[src/rtl/wsf_pkg.sv]
// Shared types and constants for the register-window spill/fill sequencer.
// Included by window_spill_fill and its bench.
package wsf_pkg;

  typedef enum logic [2:0] {
    S_IDLE,
    S_SPILL,
    S_FILL_RD,
    S_FILL_WR,
    S_DONE
  } wsf_state_e;

  localparam int WSF_REG_FIRST  = 16;
  localparam int WSF_NXFER      = 16;
  localparam int WSF_WORD_BYTES = 4;

endpackage

[src/rtl/window_spill_fill.sv]
// Moves one register window (r16..r31) between the register file and the stack.
// Optional WSF_MEM_ERR_EN adds mem_err/err to abort a transfer on a bus error.
module window_spill_fill
  import wsf_pkg::*;
#(
  parameter int NWIN  = 4,
  parameter int NXFER = WSF_NXFER
) (
  input  logic                     Clk,
  input  logic                     Rst,
  input  logic                     spill_req,
  input  logic                     fill_req,
  input  logic [$clog2(NWIN)-1:0]  win_sel,
  input  logic [31:0]              sp_base,
  output logic                     busy,
  output logic                     done,
  output logic [4:0]               rf_cwp,
  output logic [4:0]               rf_addr,
  input  logic [31:0]              rf_rdata,
  output logic [31:0]              rf_wdata,
  output logic                     rf_we,
  output logic                     mem_req,
  output logic                     mem_we,
  output logic [31:0]              mem_addr,
  output logic [31:0]              mem_wdata,
  input  logic [31:0]              mem_rdata,
`ifdef WSF_MEM_ERR_EN
  input  logic                     mem_err,
  output logic                     err,
`endif
  input  logic                     mem_ack
);

  localparam int WW = $clog2(NWIN);
  localparam int IW = $clog2(NXFER);

  wsf_state_e        state_q;
  logic [IW-1:0]     i_q;
  logic [IW-1:0]     i_d;
  logic [WW-1:0]     win_q;
  logic [31:0]       base_q;
  logic [31:0]       data_q;
  logic              last_w;
  logic              xfer_w;
  logic              ack_bad;
  logic              ack_good;
  logic              unused_sp;

  assign unused_sp = ^sp_base[1:0];

  assign i_d    = i_q + IW'(1);
  assign last_w = (i_q == IW'(NXFER - 1));
  assign xfer_w = (state_q == S_SPILL) || (state_q == S_FILL_RD);

`ifdef WSF_MEM_ERR_EN
  assign ack_bad = mem_ack & mem_err;
`else
  assign ack_bad = 1'b0;
`endif
  assign ack_good = mem_ack & ~ack_bad;

  // Sequencer: accept, step the index per acked word, abort on error
  always_ff @(posedge Clk) begin
    if (Rst) begin
      state_q <= S_IDLE;
      i_q     <= '0;
      win_q   <= '0;
      base_q  <= '0;
      data_q  <= '0;
    end else begin
      unique case (state_q)
        S_IDLE: begin
          if (spill_req || fill_req) begin
            state_q <= spill_req ? S_SPILL : S_FILL_RD;
            win_q   <= win_sel;
            base_q  <= {sp_base[31:2], 2'b00};
            i_q     <= '0;
          end
        end
        S_SPILL: begin
          if (ack_bad) begin
            state_q <= S_DONE;
          end else if (ack_good) begin
            i_q <= i_d;
            if (last_w) state_q <= S_DONE;
          end
        end
        S_FILL_RD: begin
          if (ack_bad) begin
            state_q <= S_DONE;
          end else if (ack_good) begin
            data_q  <= mem_rdata;
            state_q <= S_FILL_WR;
          end
        end
        S_FILL_WR: begin
          i_q     <= i_d;
          state_q <= last_w ? S_DONE : S_FILL_RD;
        end
        S_DONE: begin
          state_q <= S_IDLE;
        end
        default: begin
          state_q <= S_IDLE;
        end
      endcase
    end
  end

`ifdef WSF_MEM_ERR_EN
  logic err_q;

  // Error flag lives only for the DONE cycle of an aborted transfer
  always_ff @(posedge Clk) begin
    if (Rst) begin
      err_q <= 1'b0;
    end else if (xfer_w && ack_bad) begin
      err_q <= 1'b1;
    end else begin
      err_q <= 1'b0;
    end
  end

  assign err = err_q;
`endif

  // Port decode from the registered state; idle drives everything to 0
  always_comb begin
    busy      = 1'b0;
    done      = 1'b0;
    rf_cwp    = '0;
    rf_addr   = '0;
    rf_wdata  = '0;
    rf_we     = 1'b0;
    mem_req   = 1'b0;
    mem_we    = 1'b0;
    mem_addr  = '0;
    mem_wdata = '0;
    unique case (state_q)
      S_SPILL: begin
        busy      = 1'b1;
        rf_cwp    = 5'(win_q);
        rf_addr   = 5'(WSF_REG_FIRST) + 5'(i_q);
        mem_req   = 1'b1;
        mem_we    = 1'b1;
        mem_addr  = base_q + 32'(i_q) * 32'(WSF_WORD_BYTES);
        mem_wdata = rf_rdata;
      end
      S_FILL_RD: begin
        busy     = 1'b1;
        rf_cwp   = 5'(win_q);
        mem_req  = 1'b1;
        mem_addr = base_q + 32'(i_q) * 32'(WSF_WORD_BYTES);
      end
      S_FILL_WR: begin
        busy     = 1'b1;
        rf_cwp   = 5'(win_q);
        rf_addr  = 5'(WSF_REG_FIRST) + 5'(i_q);
        rf_wdata = data_q;
        rf_we    = 1'b1;
      end
      S_DONE: begin
        done = 1'b1;
      end
      default: begin
        busy = 1'b0;
      end
    endcase
  end

endmodule
[config.mk]
export PLATFORM = sky130hd
export DESIGN_NAME = window_spill_fill
export DESIGN_NICKNAME = d
export VERILOG_FILES = /design/src/rtl/wsf_pkg.sv /design/src/rtl/window_spill_fill.sv
export SDC_FILE = /design/constraint.sdc
export NUM_CORES = 1
export LEC_CHECK = 0
export BUFFER_PORTS_ARGS = -buffer_cell sky130_fd_sc_hd__buf_4
export CELL_PAD_IN_SITES_DETAIL_PLACEMENT = 1
export CELL_PAD_IN_SITES_GLOBAL_PLACEMENT = 1
export CORE_MARGIN = 3
export CORE_UTILIZATION = 30
export DETAILED_ROUTE_END_ITERATION = 12
export PLACE_DENSITY_LB_ADDON = 0.1
export SLEW_MARGIN = 20
export SYNTH_ARGS = -nofsm -noshare
export SYNTH_HDL_FRONTEND = slang
export SYNTH_SLANG_ARGS = --single-unit
[constraint.sdc]
create_clock -name Clk -period 3.3 [get_ports Clk]
set_clock_uncertainty 0.05 [all_clocks]
set_input_delay 0.165 -clock Clk [delete_from_list [all_inputs] [get_ports Clk]]
set_output_delay 0.165 -clock Clk [all_outputs]
set_load 0.01 [all_outputs]
# Word-level counts from Yosys, hierarchy flattened
# Cells that the tools add are included.
# word_totals
input_bits,103
out_inout_bits,111
ramBits,0
n_memories,0
word_cells,47
latchBits,0
ff_bits,71
mem_bits_ro,0
# op_classes
mux,20
n_bitwise,0
shift,0
multipliers,0
add_sub_neg,3
n_reduce_logical,10
div_mod_pow,0
n_eq_ne,9
order_cmp,0
# ops
operator,count
$mux W32,3
$add A32 B6 Y32,1
$mux W3,5
$pmux W3 S4,1
$pmux W4 S3,1
$mux W4,2
$ne A2 B2 Y1 const B,4
$eq A3 B2 Y1 const B,2
$add A5 B4 Y5 const A,1
$mux W1,5
$mux W5,1
$add A4 B1 Y4 const B,1
$eq A4 B4 Y1 const B,1
$mux W2,2
$reduce_and A2 Y1,2
$reduce_and A4 Y1,1
$reduce_or A2 Y1,2
$eq A3 B1 Y1 const B,1
$eq A3 B3 Y1 const B,1
$logic_not A3 Y1,1
$reduce_and A3 Y1,1
$reduce_bool A3 Y1,1
$reduce_or A3 Y1,1
$logic_or A1 B1 Y1,1

# Longest topological paths before layout
# Gate-level depths: netlist of the first run.
# logic_depth
ltp_word,4
ltp_mapped,9
mapped_depth_nobuf,7

# Worst setup path after synthesis of the first run
# Ideal clock, no wire load.
# synth_path
path_type,register to output
startpoint,reg i_q[0]
endpoint,out mem_addr[26]
path_stages_with_launch,9
path_slack_ns,0.902
arrival_ns,2.183
required_ns,3.085
cell_sequence,dfxtp_1 ha_1 inv_1 fa_1 nand2b_1 a21o_1 clkbuf_1 or4_1 a21oi_1
# synth_between
elab_chain_cells,2
# synth_lines
element,line_no,rtl
from (decl),window_spill_fill.sv:38,logic [IW-1:0] i_q;
from (signal assigned),window_spill_fill.sv:84,i_q <= i_d;
from (signal assigned),window_spill_fill.sv:97,i_q <= i_d;
$add A32 B6 Y32,"window_spill_fill.sv:146, window_spill_fill.sv:153",
$mux W32,n/a,
to (decl),window_spill_fill.sv:24,"output logic [31:0] mem_addr,"
# Every way passes these cells.

# Final worst setup path of the first run
# layout_path
startpoint,reg i_q[0]
endpoint,out mem_addr[22]
# Same word-level chain as after synthesis.

==> impl_summary.txt, run 1 <==
----------------------------------------------------
[Status]
  Result of the run ... finished, final reports clean

[Routing]
  Detail-routed net length per standard cell ... roughly 16 um
  Count of unresolved DRC violations after routing ... 0
  Detail Route Antenna Nets ... 0
  Total via count in the routed design ... 4501
  Via count normalized by instance count ... 4.89
  Number of optimization iterations in the first detailed-route pass ... 4
  Total wirelength of the detailed-routed design ... roughly 15000 um
  First-iteration detailed-routing DRC count ... 209

[Setup path]
  Count of buffer and inverter cells on the critical path ... 2
  Critical Path End Type ... output pin
  Worst Reg-to-Reg Cells ... 5
  Family of cells with the greatest summed delay on the critical path ... simple AND/OR/NAND/NOR gates
  Crit path depth ... 8
  Reg-to-reg startpoint ... state_q[2]$_SDFFE_PP0P_
  Slack of the worst reg-to-reg path ... around 1.4 ns
  Required time worst endpoint ... 3.08 ns
  Endpoint of the lowest-slack register-to-register path ... data_q[22]$_SDFFE_PP0P_
  Cells along the critical path ... ha_1 > inv_1 > fa_1 > nand2b_1 > a21o_2 > or4_1 > a21oi_1 > buf_4
  CP Launch Type ... flip-flop
  Largest stage delay on the critical path ... around 0.54 ns
  CP arrival ... approximately 2.9 ns
  Critical Path Slowest Stage Cell ... sky130_fd_sc_hd__or4_1
  Top fanout value on the critical path ... 20
  Type of the setup path with the least slack ... reg -> out

[Worst hold path]
  Hold Path Depth ... 3
  Worst hold-check path type ... in -> reg
  Hold Path End ... data_q[24]$_SDFFE_PP0P_
  Start point of the worst min-delay path ... mem_rdata[24]

[Yosys]
  Post-Syn Area ... 0.00400 sq mm
  Synthesized area per cell ... approximately 7 sq um
  Largest family of logic cells by synthesized area ... simple AND/OR/NAND/NOR gates
  Top-count cell post-synth ... sky130_fd_sc_hd__nand2_1
  Portion of netlist area occupied by mux cells ... ~1.3%
  Share of synthesized cell area in full adder, half adder and majority cells ... 2.07%
  Most used flip-flop cell after synthesis ... sky130_fd_sc_hd__dfxtp_1
  Share of the synthesized area in the top cell type ... a little over a third
  Proportion of register bits with asynchronous set or reset after synthesis ... 0%
  Area fraction in compound gates after synthesis ... between 10% and 20%
  Synthesized instance count ... 562
  FF+latch count, synth ... 71
  Post-synth EDFFs ... 0
  Post-synthesis xor/xnor area fraction ... approximately 1.5%
  Cell types occupying the most area after synthesis ... sky130_fd_sc_hd__dfxtp_1 (36%), sky130_fd_sc_hd__nand2_1 (13%), sky130_fd_sc_hd__a21oi_1 (11%), sky130_fd_sc_hd__and2_1 (11%), sky130_fd_sc_hd__clkbuf_1 (3.8%)
  Cell types with the highest counts after synthesis ... sky130_fd_sc_hd__nand2_1 (141), sky130_fd_sc_hd__a21oi_1 (90), sky130_fd_sc_hd__and2_1 (71), sky130_fd_sc_hd__dfxtp_1 (71), sky130_fd_sc_hd__clkbuf_1 (40)
  Simple logic cell fraction of the synthesized area ... approximately 36%
  Distinct cells, synth ... 38
  Library cell with the largest summed area after synthesis ... sky130_fd_sc_hd__dfxtp_1
  Sequential fraction of the synthesis area ... between 30% and 40%
  Warning count from the yosys run ... 0

[Die]
  Number of top-level pins ... 214
  Die height ... between 100 and 150 um
  Standard cell core area ... 0.0128 sq mm
  Full die area ... 0.0147 sq mm
  Starting utilization of the core area ... 31.2%
  Placement Rows ... slightly above 40
  Width of the die ... 121 um

[Global route]
  Met2 Usage GRT ... 35.8%
  Number of antenna violations at the first check in global routing ... 0
  Global-route total usage across every layer ... between 10% and 20%
  Gr ovfl total ... 0
  GRT met1 Usage ... 22.8%
  Pin count of the biggest net entering global routing ... between 60 and 70
  Wire length of the first global-routing pass ... 23300 um
  Most heavily used metal layer in global routing ... met2
  Met3 track demand over resource in global routing ... under 10%
  Via count of the first global-routing pass ... ~4500

[STA]
  Unrepaired setup endpoints after global routing ... no
  Final number of hold-violating endpoints ... 0
  Setup violators final ... 0
  Worst slew margin relative to its limit ... 48.7%
  Final critical path time including I/O delays and setup ... approximately 3.1 ns
  Final cycle utilization of the critical path ... roughly 93%
  Worst Tran Pin Value ... ~0.77 ns
  Maximum clock frequency ... between 300 and 400 MHz
  Max Slew Vio Count ... 0
  Total Negative Setup Slacks ... 0 ns

[Clock tree]
  # resized after CTS ... 0
  Number of buffers inserted for hold repair after clock tree synthesis ... 0
  Setup repair bufs after CTS ... 0
  Number of sinks driven by the clock tree ... slightly above 70
  Number of buffers inserted during clock tree synthesis ... 9
  Clock Root Buffer ... sky130_fd_sc_hd__clkbuf_16
  Clock tree from TritonCTS ... done
  Maximum clock insertion buffer count ... 2
  CTS H-tree depth ... 3
  Clock insertion delay at the later pin of the skew report ... about 0.33 ns
  Clock-pin slew of the registers on the worst-case setup and hold paths ... about 0.06 ns

[Power and ir drop]
  Static leakage ... between 2 and 3 nW
  Worst ir drop on vdd ... 0.246 mV
  Power Dens Cells ... 533 mW/mm^2
  Power Total ... roughly 3.2 mW

[Finish]
  Number of antenna repair diodes ... 0
  Area of combinational cells with multiple inputs ... around 0.0023 sq mm
  Nets ... about 850
  Share of final-layout standard cells stronger than drive strength 1 ... roughly a third
  Footprint of the flip-flops and latches ... roughly 0.0014 sq mm
  Filler cell count ... around 1600
  Area growth from synthesis to layout ... 49.5%

[Place]
  Placed wire-length estimate after detailed placement ... around 11000 um
  Global placer's final weighted congestion ... 0.827
  Port-buffer cells ... slightly above 200

[Run]
  Number of violations of the max-capacitance limit ... 0

----------------------------------------------------
==> per-layer routing <==
layer | vias to the layer above | wire length [um]
met5 | - | 0
met2 | 109 | 7590
met1 | 2133 | 5870
li1 | 2241 | -
met3 | 18 | 849
met4 | 0 | 193
==> registers in the layout (all words and copies together), names as in the netlist <==
name and count:
win_q 2, i_q 4, data_q 32, base_q 30, state_q 3
==> through the flow <==
step / std cells / instance area, sq um / hold slack, ns / utilization, % / setup WS [ns]
final: 921 / 5970 / 0.0197 / 46.6 / 0.233
after global routing: 921 / 5970 / 0.0139 / 46.6 / 0.0537
after CTS: 921 / 5970 / 0.00439 / 46.5 / 0.134
after detailed placement: 905 / 5630 / 0.372 / 43.9 / 0.513
after global placement: 905 / 5630 / 0.362 / 43.9 / 0.537
after floorplan: 566 / 4010 / 0.251 / - / 0.902
==> final cells by class <==
class,count,share of cell area (%)
Clock buffer,11,4.23
Inverter,15,0.942
Clock inverter,5,1.34
Sequential cell,71,23.8
Multi-Input combinational cell,434,39.3
Tap cell,172,3.60
Timing Repair Buffer,213,26.8
==> how the worst max path moves through the flow <==
stage               slack [ns]            to                start
detailed placement        0.51  mem_addr[22]  i_q[0]$_SDFFE_PP0P_
global route              0.05  mem_addr[24]  i_q[0]$_SDFFE_PP0P_
floorplan                 0.90  mem_addr[26]  i_q[0]$_SDFFE_PP0P_
global placement          0.54  mem_addr[30]  i_q[0]$_SDFFE_PP0P_
CTS                       0.13  mem_addr[22]  i_q[0]$_SDFFE_PP0P_
finish                    0.23  mem_addr[22]  i_q[0]$_SDFFE_PP0P_
==> report_power, final <==
part | total [mW] | switching [mW] | leakage, nW | internal (mW)
clock | 1.08 | 0.378 | 0.158 | 0.701
sequential | 1.07 | 0.110 | 0.580 | 0.960
combinational | 1.03 | 0.585 | 1.85 | 0.450
==> kinds of logic (layout without fill, tap and decap cells) <==
kind of cell | after synthesis | count (layout)
other | 1 | 5
multiplexers | 5 | 5
AO/OA/AOI/OAI | 124 | 124
flip-flops | 71 | 71
adder cells (fa/ha/maj) | 6 | 6
buffers and inverters | 61 | 244
AND/OR/NAND/NOR | 287 | 287
XOR/XNOR | 7 | 7
==> worst min-delay path: cells and delay by family <==
kind                   cells  cell delay [ns]
AO/OA/AOI/OAI              1             0.05
buffers and inverters      1             0.11
AND/OR/NAND/NOR            1             0.05
==> layout by cell type, fill, tap and decap left out, drive strengths merged, types with 4 or more instances in the layout <==
master,n
buf,213
nand2,141
a21oi,90
and2,71
dfxtp,71
or4,18
nor2,17
o31ai,16
inv,15
clkbuf,11
nand3,9
or3,8
nand4,6
o21ai,5
mux2i,5
ha,5
conb,5
nand2b,4
xnor2,4
Power figures use the tool's default switching activity.
==> inputs of run 2 (changes only) <==
--- a/config.mk
+++ b/config.mk
@@ -8,7 +8,6 @@
 export BUFFER_PORTS_ARGS = -buffer_cell sky130_fd_sc_hd__buf_4
 export CELL_PAD_IN_SITES_DETAIL_PLACEMENT = 1
 export CELL_PAD_IN_SITES_GLOBAL_PLACEMENT = 1
-export CORE_MARGIN = 3
 export CORE_UTILIZATION = 30
 export DETAILED_ROUTE_END_ITERATION = 12
 export PLACE_DENSITY_LB_ADDON = 0.1
==> run 2 against run 1 <==
Net effect:
- global-route usage is 1.1 points higher
- routed wire length is 0.91% lower
- critical path depth stayed put
- via count is 0.51% lower
- utilization is 0.068 points lower
- critical path type unchanged
- critical endpoint is now mem_addr[30]
- largest cell class unchanged
- largest power group is now sequential cells
==> impl_summary.txt, run 2 (same netlist as run 1, synthesis figures left out) <==
----------------------------------------------------
[Die]
  Die height ... 117 um (-3.3%)
  Width of the die ... 117 um (-3.3%)
  Number of top-level pins ... 214 (unchanged)
  Full die area ... 0.0138 sq mm (-6.5%)
  Starting utilization of the core area ... 31.2% (unchanged)
  Standard cell core area ... 0.0128 sq mm (unchanged)
  Placement Rows ... 41 (unchanged)

[Clock tree]
  Clock tree from TritonCTS ... done
  Maximum clock insertion buffer count ... 2 (unchanged)
  CTS H-tree depth ... 3 (unchanged)
  Clock Root Buffer ... sky130_fd_sc_hd__clkbuf_16
  Number of buffers inserted during clock tree synthesis ... 9 (unchanged)
  Clock insertion delay at the later pin of the skew report ... 0.34 ns (about the same)
  Number of buffers inserted for hold repair after clock tree synthesis ... 0 (unchanged)
  Clock-pin slew of the registers on the worst-case setup and hold paths ... 0.06 ns (about the same)
  Number of sinks driven by the clock tree ... 71 (unchanged)

[Setup path]
  Type of the setup path with the least slack ... reg -> out
  Largest stage delay on the critical path ... 0.50 ns (-0.04 ns)
  Top fanout value on the critical path ... 20 (unchanged)
  Critical Path Slowest Stage Cell ... sky130_fd_sc_hd__or4_1
  Count of buffer and inverter cells on the critical path ... 2 (unchanged)
  Required time worst endpoint ... 3.08 ns (about the same)
  Critical Path End Type ... output pin
  Worst Reg-to-Reg Cells ... 5 (unchanged)
  CP Launch Type ... flip-flop
  Reg-to-reg startpoint ... state_q[2]$_SDFFE_PP0P_
  Cells along the critical path ... ha_1 > inv_1 > fa_1 > nand2b_1 > a21o_2 > or4_1 > a21oi_1 > buf_4
  Endpoint of the lowest-slack register-to-register path ... data_q[18]$_SDFFE_PP0P_
  Slack of the worst reg-to-reg path ... 1.30 ns (-0.06 ns)
  CP arrival ... 2.86 ns (about the same)
  Family of cells with the greatest summed delay on the critical path ... simple AND/OR/NAND/NOR gates

[Finish]
  Most common cell after layout, fill and taps aside ... sky130_fd_sc_hd__buf_4
  Number of antenna repair diodes ... 0 (unchanged)
  Area growth from synthesis to layout ... 49.3%
  Area of combinational cells with multiple inputs ... 0.00234 sq mm (-0.37%)
  Filler cell count ... 1640 (+0.31%)
  Flip-flop count of the largest register, all copies and words added ... 32 (unchanged)
  Most frequent cells in the layout ... sky130_fd_sc_hd__buf_4 (213), sky130_fd_sc_hd__nand2_1 (141), sky130_fd_sc_hd__a21oi_1 (90), sky130_fd_sc_hd__and2_1 (71), sky130_fd_sc_hd__dfxtp_1 (71)
  Final design area excluding fillers ... 0.00597 sq mm (-0.15%)
  Final cell count without fillers ... 921 (unchanged)
  Footprint of the flip-flops and latches ... 0.00142 sq mm (unchanged)
  Nets ... 853 (unchanged)
  Most flops, register ... data_q
  Share of final-layout standard cells stronger than drive strength 1 ... 31.4% (-0.27 points)
  Registers with the most flip-flops ... data_q (32), base_q (30), i_q (4)

[Worst hold path]
  Start point of the worst min-delay path ... mem_rdata[15]
  Hold Path Depth ... 3 (unchanged)
  Hold Path End ... data_q[15]$_SDFFE_PP0P_
  Worst hold-check path type ... in -> reg

[STA]
  Total Negative Setup Slacks ... 0 ns (unchanged)
  Unrepaired setup endpoints after global routing ... no
  Final number of hold-violating endpoints ... 0 (unchanged)
  Max Slew Vio Count ... 0 (unchanged)
  Setup violators final ... 0 (unchanged)
  Final critical path time including I/O delays and setup ... 3.07 ns (+0.00518 ns)
  Maximum clock frequency ... 326 MHz (-0.17%)
  Worst slew margin relative to its limit ... 48.6% (-0.10 points)
  Worst Tran Pin Value ... 0.771 ns (+0.00157 ns)
  Worst hold slack ... 0.0232 ns (+0.00354 ns)
  Final cycle utilization of the critical path ... 93.1% (+0.16 points)

[Routing]
  Total via count in the routed design ... 4478 (-0.51%)
  Count of unresolved DRC violations after routing ... 0 (unchanged)
  Detail Route Antenna Nets ... 0 (unchanged)
  Via count normalized by instance count ... 4.86 (-0.51%)
  Number of optimization iterations in the first detailed-route pass ... 4 (unchanged)
  First-iteration detailed-routing DRC count ... 197 (-5.7%)
  Total wirelength of the detailed-routed design ... 14400 um (-0.91%)
  Detail-routed net length per standard cell ... 15.6 um (-0.91%)

[Power and ir drop]
  Fraction of power spent switching nets ... 33.8% (+0.13 points)
  Internal Power ... 2.11 mW (about the same)
  Part of the total power dissipated in the clock network ... 33.7% (-0.2 points)
  Worst ir drop on vdd ... 0.275 mV (+12%)
  Power Total ... 3.19 mW (+0.16%)
  Static leakage ... 2.59 nW (about the same)
  Logic pwr share ... 32.7% (+0.2 points)
  Power share of the sequential group ... 33.6% (about the same)
  Power Dens Cells ... 535 mW/mm^2 (+0.31%)
  Net switching power ... 1.08 mW (+0.55%)

[Place]
  Port-buffer cells ... 206 (unchanged)
  Placed cell area ... 0.00563 sq mm (about the same)
  Number of placed instances, taps included ... 905 (unchanged)
  Placed wire-length estimate after detailed placement ... 10600 um (-2.4%)
  Global placer's final weighted congestion ... 0.799 (-3.3%)

[Global route]
  Wire length of the first global-routing pass ... 23100 um (-1.1%)
  Gr ovfl total ... 0 (unchanged)
  Via count of the first global-routing pass ... 4553 (+0.75%)
  Global-route total usage across every layer ... 20.9% (+1.1 points)
  Pin count of the biggest net entering global routing ... 68 (unchanged)
  Number of antenna violations at the first check in global routing ... 0 (unchanged)

[Status]
  Result of the run ... finished, final reports clean

[Run]
  Number of violations of the max-capacitance limit ... 0 (unchanged)

----------------------------------------------------
[run 2: worst max-delay path by stage]
| stage | start | endpoint | slack (ns) | depth (start not counted) |
|---|---|---|---|---|
| finish | i_q[0]$_SDFFE_PP0P_ | mem_addr[30] | 0.23 | 8 |
| global route | i_q[0]$_SDFFE_PP0P_ | mem_addr[22] | 0.03 | 8 |
| CTS | i_q[0]$_SDFFE_PP0P_ | mem_addr[22] | 0.11 | 8 |
| detailed placement | i_q[0]$_SDFFE_PP0P_ | mem_addr[22] | 0.48 | 8 |
| global placement | i_q[0]$_SDFFE_PP0P_ | mem_addr[30] | 0.54 | 8 |
| floorplan | i_q[0]$_SDFFE_PP0P_ | mem_addr[26] | 0.90 | 8 |
[run 2: worst min-delay path, delay by kind of cell]
| kind | cells | cell delay, ns |
|---|---|---|
| and+or+nand+nor | 1 | 0.04 |
| buffers and inverters | 1 | 0.11 |
| AOI/OAI and AO/OA | 1 | 0.05 |
[run 2: area by class of cell]
class | instances | area share [%]
multi-input combinational | 434 | 39.2
timing repair buffer | 213 | 26.8
sequential | 71 | 23.8
clock buffer | 11 | 4.24
tap | 172 | 3.61
clock inverter | 5 | 1.34
inverter | 15 | 0.944
[run 2: power by group through the flow]
stage               clock [mW]  combinational [mW]  sequential [mW]
floorplan                    0               0.612             1.04
global placement             0                1.03             1.08
detailed placement           0                1.06             1.09
CTS                       1.11                1.06             1.07
global route              1.14                1.15             1.09
finish                    1.07                1.04             1.07
[run 2: metrics by stage]
stage | setup slack (ns) | util [%]
final | 0.228 | 46.5
after global routing | 0.0279 | 46.5
after CTS | 0.107 | 46.5
after detailed placement | 0.482 | 43.9
after global placement | 0.541 | 43.9
after floorplan | 0.902 | -
[run 2: what timing repair did]
action | 4_1_cts | 5_1_grt
setup endpoints to repair | 0 | 4
setup buffers | 0 | 0
gates resized for setup | 0 | 1
[run 2: routing by layer]
layer | global-route usage (%) | vias up | part of all wire (%)
met2 | 36.8 | 102 | 51
met3 | 5.74 | 11 | 5.3
met1 | 24.7 | 2132 | 43
met4 | 6.17 | 0 | 1.2
li1 | - | 2233 | -
met5 | 0 | - | 0
==> inputs of run 3 (changes only) <==
--- a/config.mk
+++ b/config.mk
@@ -5,6 +5,8 @@
 export SDC_FILE = /design/constraint.sdc
 export NUM_CORES = 1
 export LEC_CHECK = 0
+export ABC_AREA = 1
+export ABC_CLOCK_PERIOD_IN_PS = 3300
 export BUFFER_PORTS_ARGS = -buffer_cell sky130_fd_sc_hd__buf_4
 export CELL_PAD_IN_SITES_DETAIL_PLACEMENT = 1
 export CELL_PAD_IN_SITES_GLOBAL_PLACEMENT = 1
==> run 3 against run 2 <==
Net effect:
- maximum frequency up 8.1%
- largest power group is now combinational logic
- critical endpoint is now mem_addr[10]
- largest cell class unchanged
- highest routed layer unchanged
- non-clock buffer count down 5
- synthesized area up 7.7%
- count of clock-buffer cells in the layout unchanged
- first-iteration DRC count up 5.6%
- sequential share of layout area down 1.1 points
- synthesized cell count up 27%
==> impl_summary.txt, run 3 <==
----------------------------------------------------
[Global route]
  Via count of the first global-routing pass ... 5204 (+14%)
  Global-route total usage across every layer ... 21.8% (+0.84 points)
  Gr ovfl total ... 0 (unchanged)
  Wire length of the first global-routing pass ... 25400 um (+9.8%)
  Pin count of the biggest net entering global routing ... 65 (-4.4%)
  Number of antenna violations at the first check in global routing ... 0 (unchanged)

[Clock tree]
  Number of sinks driven by the clock tree ... 71 (unchanged)
  Clock tree from TritonCTS ... done
  Setup repair bufs after CTS ... 0 (unchanged)
  Clock-pin slew of the registers on the worst-case setup and hold paths ... 0.06 ns (about the same)
  Number of buffers inserted for hold repair after clock tree synthesis ... 0 (unchanged)
  Clock Root Buffer ... sky130_fd_sc_hd__clkbuf_16
  CTS H-tree depth ... 3 (unchanged)
  Number of buffers inserted during clock tree synthesis ... 9 (unchanged)
  Clock insertion delay at the later pin of the skew report ... 0.34 ns (about the same)
  # resized after CTS ... 0 (unchanged)
  Maximum clock insertion buffer count ... 2 (unchanged)

[Setup path]
  Startpoint of the most critical setup path ... i_q[0]$_SDFFE_PP0P_
  Critical Path End Type ... output pin
  Slack of the worst reg-to-reg path ... 1.28 ns (-0.02 ns)
  CP arrival ... 2.63 ns (-0.23 ns)
  Top fanout value on the critical path ... 6 (-70%)
  Type of the setup path with the least slack ... reg -> out
  Required time worst endpoint ... 3.08 ns (about the same)
  Reg-to-reg startpoint ... state_q[2]$_SDFFE_PP0P_
  CP Launch Type ... flip-flop

[Yosys]
  Synthesized area per cell ... 6.01 sq um (-15%)
  Post-Syn Area ... 0.00431 sq mm (+7.7%)
  FF+latch count, synth ... 71 (unchanged)
  Proportion of register bits with asynchronous set or reset after synthesis ... 0% (unchanged)
  Post-synth EDFFs ... 0 (unchanged)
  Warning count from the yosys run ... 0 (unchanged)
  Sequential fraction of the synthesis area ... 33.0% (-2.6 points)
  Most used flip-flop cell after synthesis ... sky130_fd_sc_hd__dfxtp_1
  Synthesized instance count ... 716 (+27%)
  Share of the synthesized area in the top cell type ... 33.0% (-2.6 points)
  Top-count cell post-synth ... sky130_fd_sc_hd__nor2_1
  Cell types occupying the most area after synthesis ... sky130_fd_sc_hd__dfxtp_1 (33%), sky130_fd_sc_hd__nor2_1 (12%), sky130_fd_sc_hd__nand2_1 (11%), sky130_fd_sc_hd__inv_1 (10%), sky130_fd_sc_hd__a21oi_1 (9.9%)
  Distinct cells, synth ... 28 (-26%)
  Library cell with the largest summed area after synthesis ... sky130_fd_sc_hd__dfxtp_1
  Cell types with the highest counts after synthesis ... sky130_fd_sc_hd__nor2_1 (138), sky130_fd_sc_hd__nand2_1 (124), sky130_fd_sc_hd__inv_1 (116), sky130_fd_sc_hd__a21oi_1 (85), sky130_fd_sc_hd__dfxtp_1 (71)

[Power and ir drop]
  Worst ir drop on vdd ... 0.373 mV (+36%)
  Logic pwr share ... 42.5% (+9.8 points)
  Part of the total power dissipated in the clock network ... 26.0% (-7.7 points)
  Power share of the sequential group ... 31.5% (-2.1 points)
  Fraction of power spent switching nets ... 41.4% (+7.6 points)
  Net switching power ... 1.66 mW (+54%)
  Power Dens Cells ... 642 mW/mm^2 (+20%)
  Static leakage ... 2.97 nW (+15%)
  Internal Power ... 2.35 mW (+11%)

[Place]
  Port-buffer cells ... 206 (unchanged)
  Placed wire-length estimate after detailed placement ... 12200 um (+15%)
  Placed cell area ... 0.00592 sq mm (+5.2%)
  Global placer's final weighted congestion ... 0.848 (+6.1%)
  Pre-CTS WS ... 0.864 ns (+0.382 ns)

[STA]
  Setup violators final ... 0 (unchanged)
  Total Negative Setup Slacks ... 0 ns (unchanged)
  Final cycle utilization of the critical path ... 86.2% (-6.9 points)
  Worst Setup Slack, final ... 0.457 ns (+0.229 ns)
  Unrepaired setup endpoints after global routing ... no
  Worst slew margin relative to its limit ... 30.2% (-18 points)
  Final critical path time including I/O delays and setup ... 2.84 ns (-0.229 ns)
  Max Slew Vio Count ... 0 (unchanged)
  Worst Tran Pin Value ... 1.05 ns (+0.274 ns)
  Final number of hold-violating endpoints ... 0 (unchanged)
  Maximum clock frequency ... 352 MHz (+8.1%)

[Routing]
  Via count normalized by instance count ... 4.68 (-3.7%)
  Detail-routed net length per standard cell ... 14.5 um (-7.2%)
  Number of optimization iterations in the first detailed-route pass ... 4 (unchanged)
  Count of unresolved DRC violations after routing ... 0 (unchanged)
  First-iteration detailed-routing DRC count ... 208 (+5.6%)
  Detail Route Antenna Nets ... 0 (unchanged)
  Total wirelength of the detailed-routed design ... 15800 um (+9.8%)
  Total via count in the routed design ... 5104 (+14%)

[Worst hold path]
  Start point of the worst min-delay path ... mem_rdata[15]
  Worst hold-check path type ... in -> reg

[Die]
  Placement Rows ... 43 (+4.9%)
  Starting utilization of the core area ... 30.9% (-0.26 points)
  Die height ... 122 um (+3.7%)
  Number of top-level pins ... 214 (unchanged)
  Standard cell core area ... 0.0139 sq mm (+8.7%)
  Full die area ... 0.0148 sq mm (+7.6%)
  Width of the die ... 122 um (+3.7%)

[Run]
  Number of violations of the max-capacitance limit ... 0 (unchanged)

[Finish]
  Share of final-layout standard cells stronger than drive strength 1 ... 26.8% (-4.6 points)
  Nets ... 1014 (+19%)
  Filler cell count ... 1896 (+16%)
  Flip-flop count of the largest register, all copies and words added ... 32 (unchanged)
  Area growth from synthesis to layout ... 45.0%
  Most flops, register ... data_q
  Footprint of the flip-flops and latches ... 0.00142 sq mm (unchanged)
  Final design area excluding fillers ... 0.00624 sq mm (+4.7%)
  Area of combinational cells with multiple inputs ... 0.00226 sq mm (-3.4%)
  Most frequent cells in the layout ... sky130_fd_sc_hd__buf_4 (208), sky130_fd_sc_hd__nor2_1 (138), sky130_fd_sc_hd__nand2_1 (124), sky130_fd_sc_hd__inv_1 (116), sky130_fd_sc_hd__a21oi_1 (85)
  Number of antenna repair diodes ... 0 (unchanged)
  Registers with the most flip-flops ... data_q (32), base_q (30), i_q (4)
  Most common cell after layout, fill and taps aside ... sky130_fd_sc_hd__buf_4

[Status]
  Result of the run ... finished, final reports clean

----------------------------------------------------
[run 3: cell types whose count changed after synthesis, moves of 6 or more]
cell | before | now
sky130_fd_sc_hd__clkbuf_1 | 40 | 8
sky130_fd_sc_hd__o31ai_1 | 16 | 0
sky130_fd_sc_hd__and2_1 | 71 | 1
sky130_fd_sc_hd__inv_1 | 15 | 116
sky130_fd_sc_hd__or4_1 | 17 | 0
sky130_fd_sc_hd__nand2_1 | 141 | 124
sky130_fd_sc_hd__buf_2 | 0 | 15
sky130_fd_sc_hd__o21ai_1 | 0 | 11
sky130_fd_sc_hd__or3_1 | 8 | 0
sky130_fd_sc_hd__o21ai_0 | 5 | 55
sky130_fd_sc_hd__nor2_1 | 17 | 138
sky130_fd_sc_hd__inv_2 | 0 | 6
sky130_fd_sc_hd__nand3_1 | 9 | 39
[run 3: power by group through the flow]
stage / sequential, mW / clock (mW) / combinational [mW]
2_1_floorplan: 1.22 / 0 / 1.08
3_3_place_gp: 1.27 / 0 / 1.66
3_5_place_dp: 1.28 / 0 / 1.72
4_1_cts: 1.26 / 1.07 / 1.73
5_1_grt: 1.30 / 1.10 / 1.91
6_report: 1.26 / 1.04 / 1.71
[run 3: cells by family (layout without fill, tap and decap cells)]
kind of cell / Yosys count / in the layout / share of synthesized area [%]
AO/OA/AOI/OAI: 153 / 153 / 17.9
AND/OR/NAND/NOR: 326 / 326 / 31.6
other: 1 / 5 / 0.0871
flip-flops: 71 / 71 / 33.0
XOR/XNOR: 3 / 3 / 0.610
buffers and inverters: 156 / 346 / 14.9
adder cells (fa/ha/maj): 6 / 6 / 1.92
[run 3: worst paths after layout]
kind                             end  cells past startpoint
max                     mem_addr[10]                      9
min          data_q[15]$_SDFFE_PP0P_                      3
max reg2reg  state_q[0]$_SDFFE_PP0P_                      9
min reg2reg   data_q[2]$_SDFFE_PP0P_                      2
[run 3: layout make-up]
type | count | area share [%]
well taps | 180 | 3.61
flip-flops and latches | 71 | 22.8
clock buffers | 11 | 4.05
clock inverters | 5 | 1.02
inverters | 122 | 7.33
multi-input cells | 493 | 36.2
repair buffers | 208 | 25.0
[run 3: metrics by stage]
stage	total power [mW]	hold slack [ns]	util, %	instances
after detailed placement	3.00	0.390	42.5	1074
after global placement	2.93	0.378	42.5	1074
final	4.01	0.0384	44.8	1090
after global routing	4.31	0.0466	44.8	1090
after CTS	4.06	0.0274	44.8	1090
after floorplan	2.29	0.184	-	720
[run 3: worst max-delay path, stage by stage, from the launching register on]
cell	delay [ns]
sky130_fd_sc_hd__dfxtp_1	0.38
sky130_fd_sc_hd__ha_1	0.23
sky130_fd_sc_hd__inv_1	0.07
sky130_fd_sc_hd__fa_1	0.41
sky130_fd_sc_hd__o21ai_0	0.18
sky130_fd_sc_hd__nand2_1	0.27
sky130_fd_sc_hd__nor2_4	0.24
sky130_fd_sc_hd__o21ai_1	0.08
sky130_fd_sc_hd__a21oi_1	0.26
sky130_fd_sc_hd__buf_4	0.18
[run 3: routing by layer]
layer | global-route usage (%) | part of all wire [%] | vias to the layer above
met5 | 0 | 0 | -
met4 | 4.01 | 0.52 | 0
met3 | 6.60 | 6.5 | 7
met2 | 39.0 | 51 | 127
met1 | 25.5 | 42 | 2377
li1 | - | - | 2593
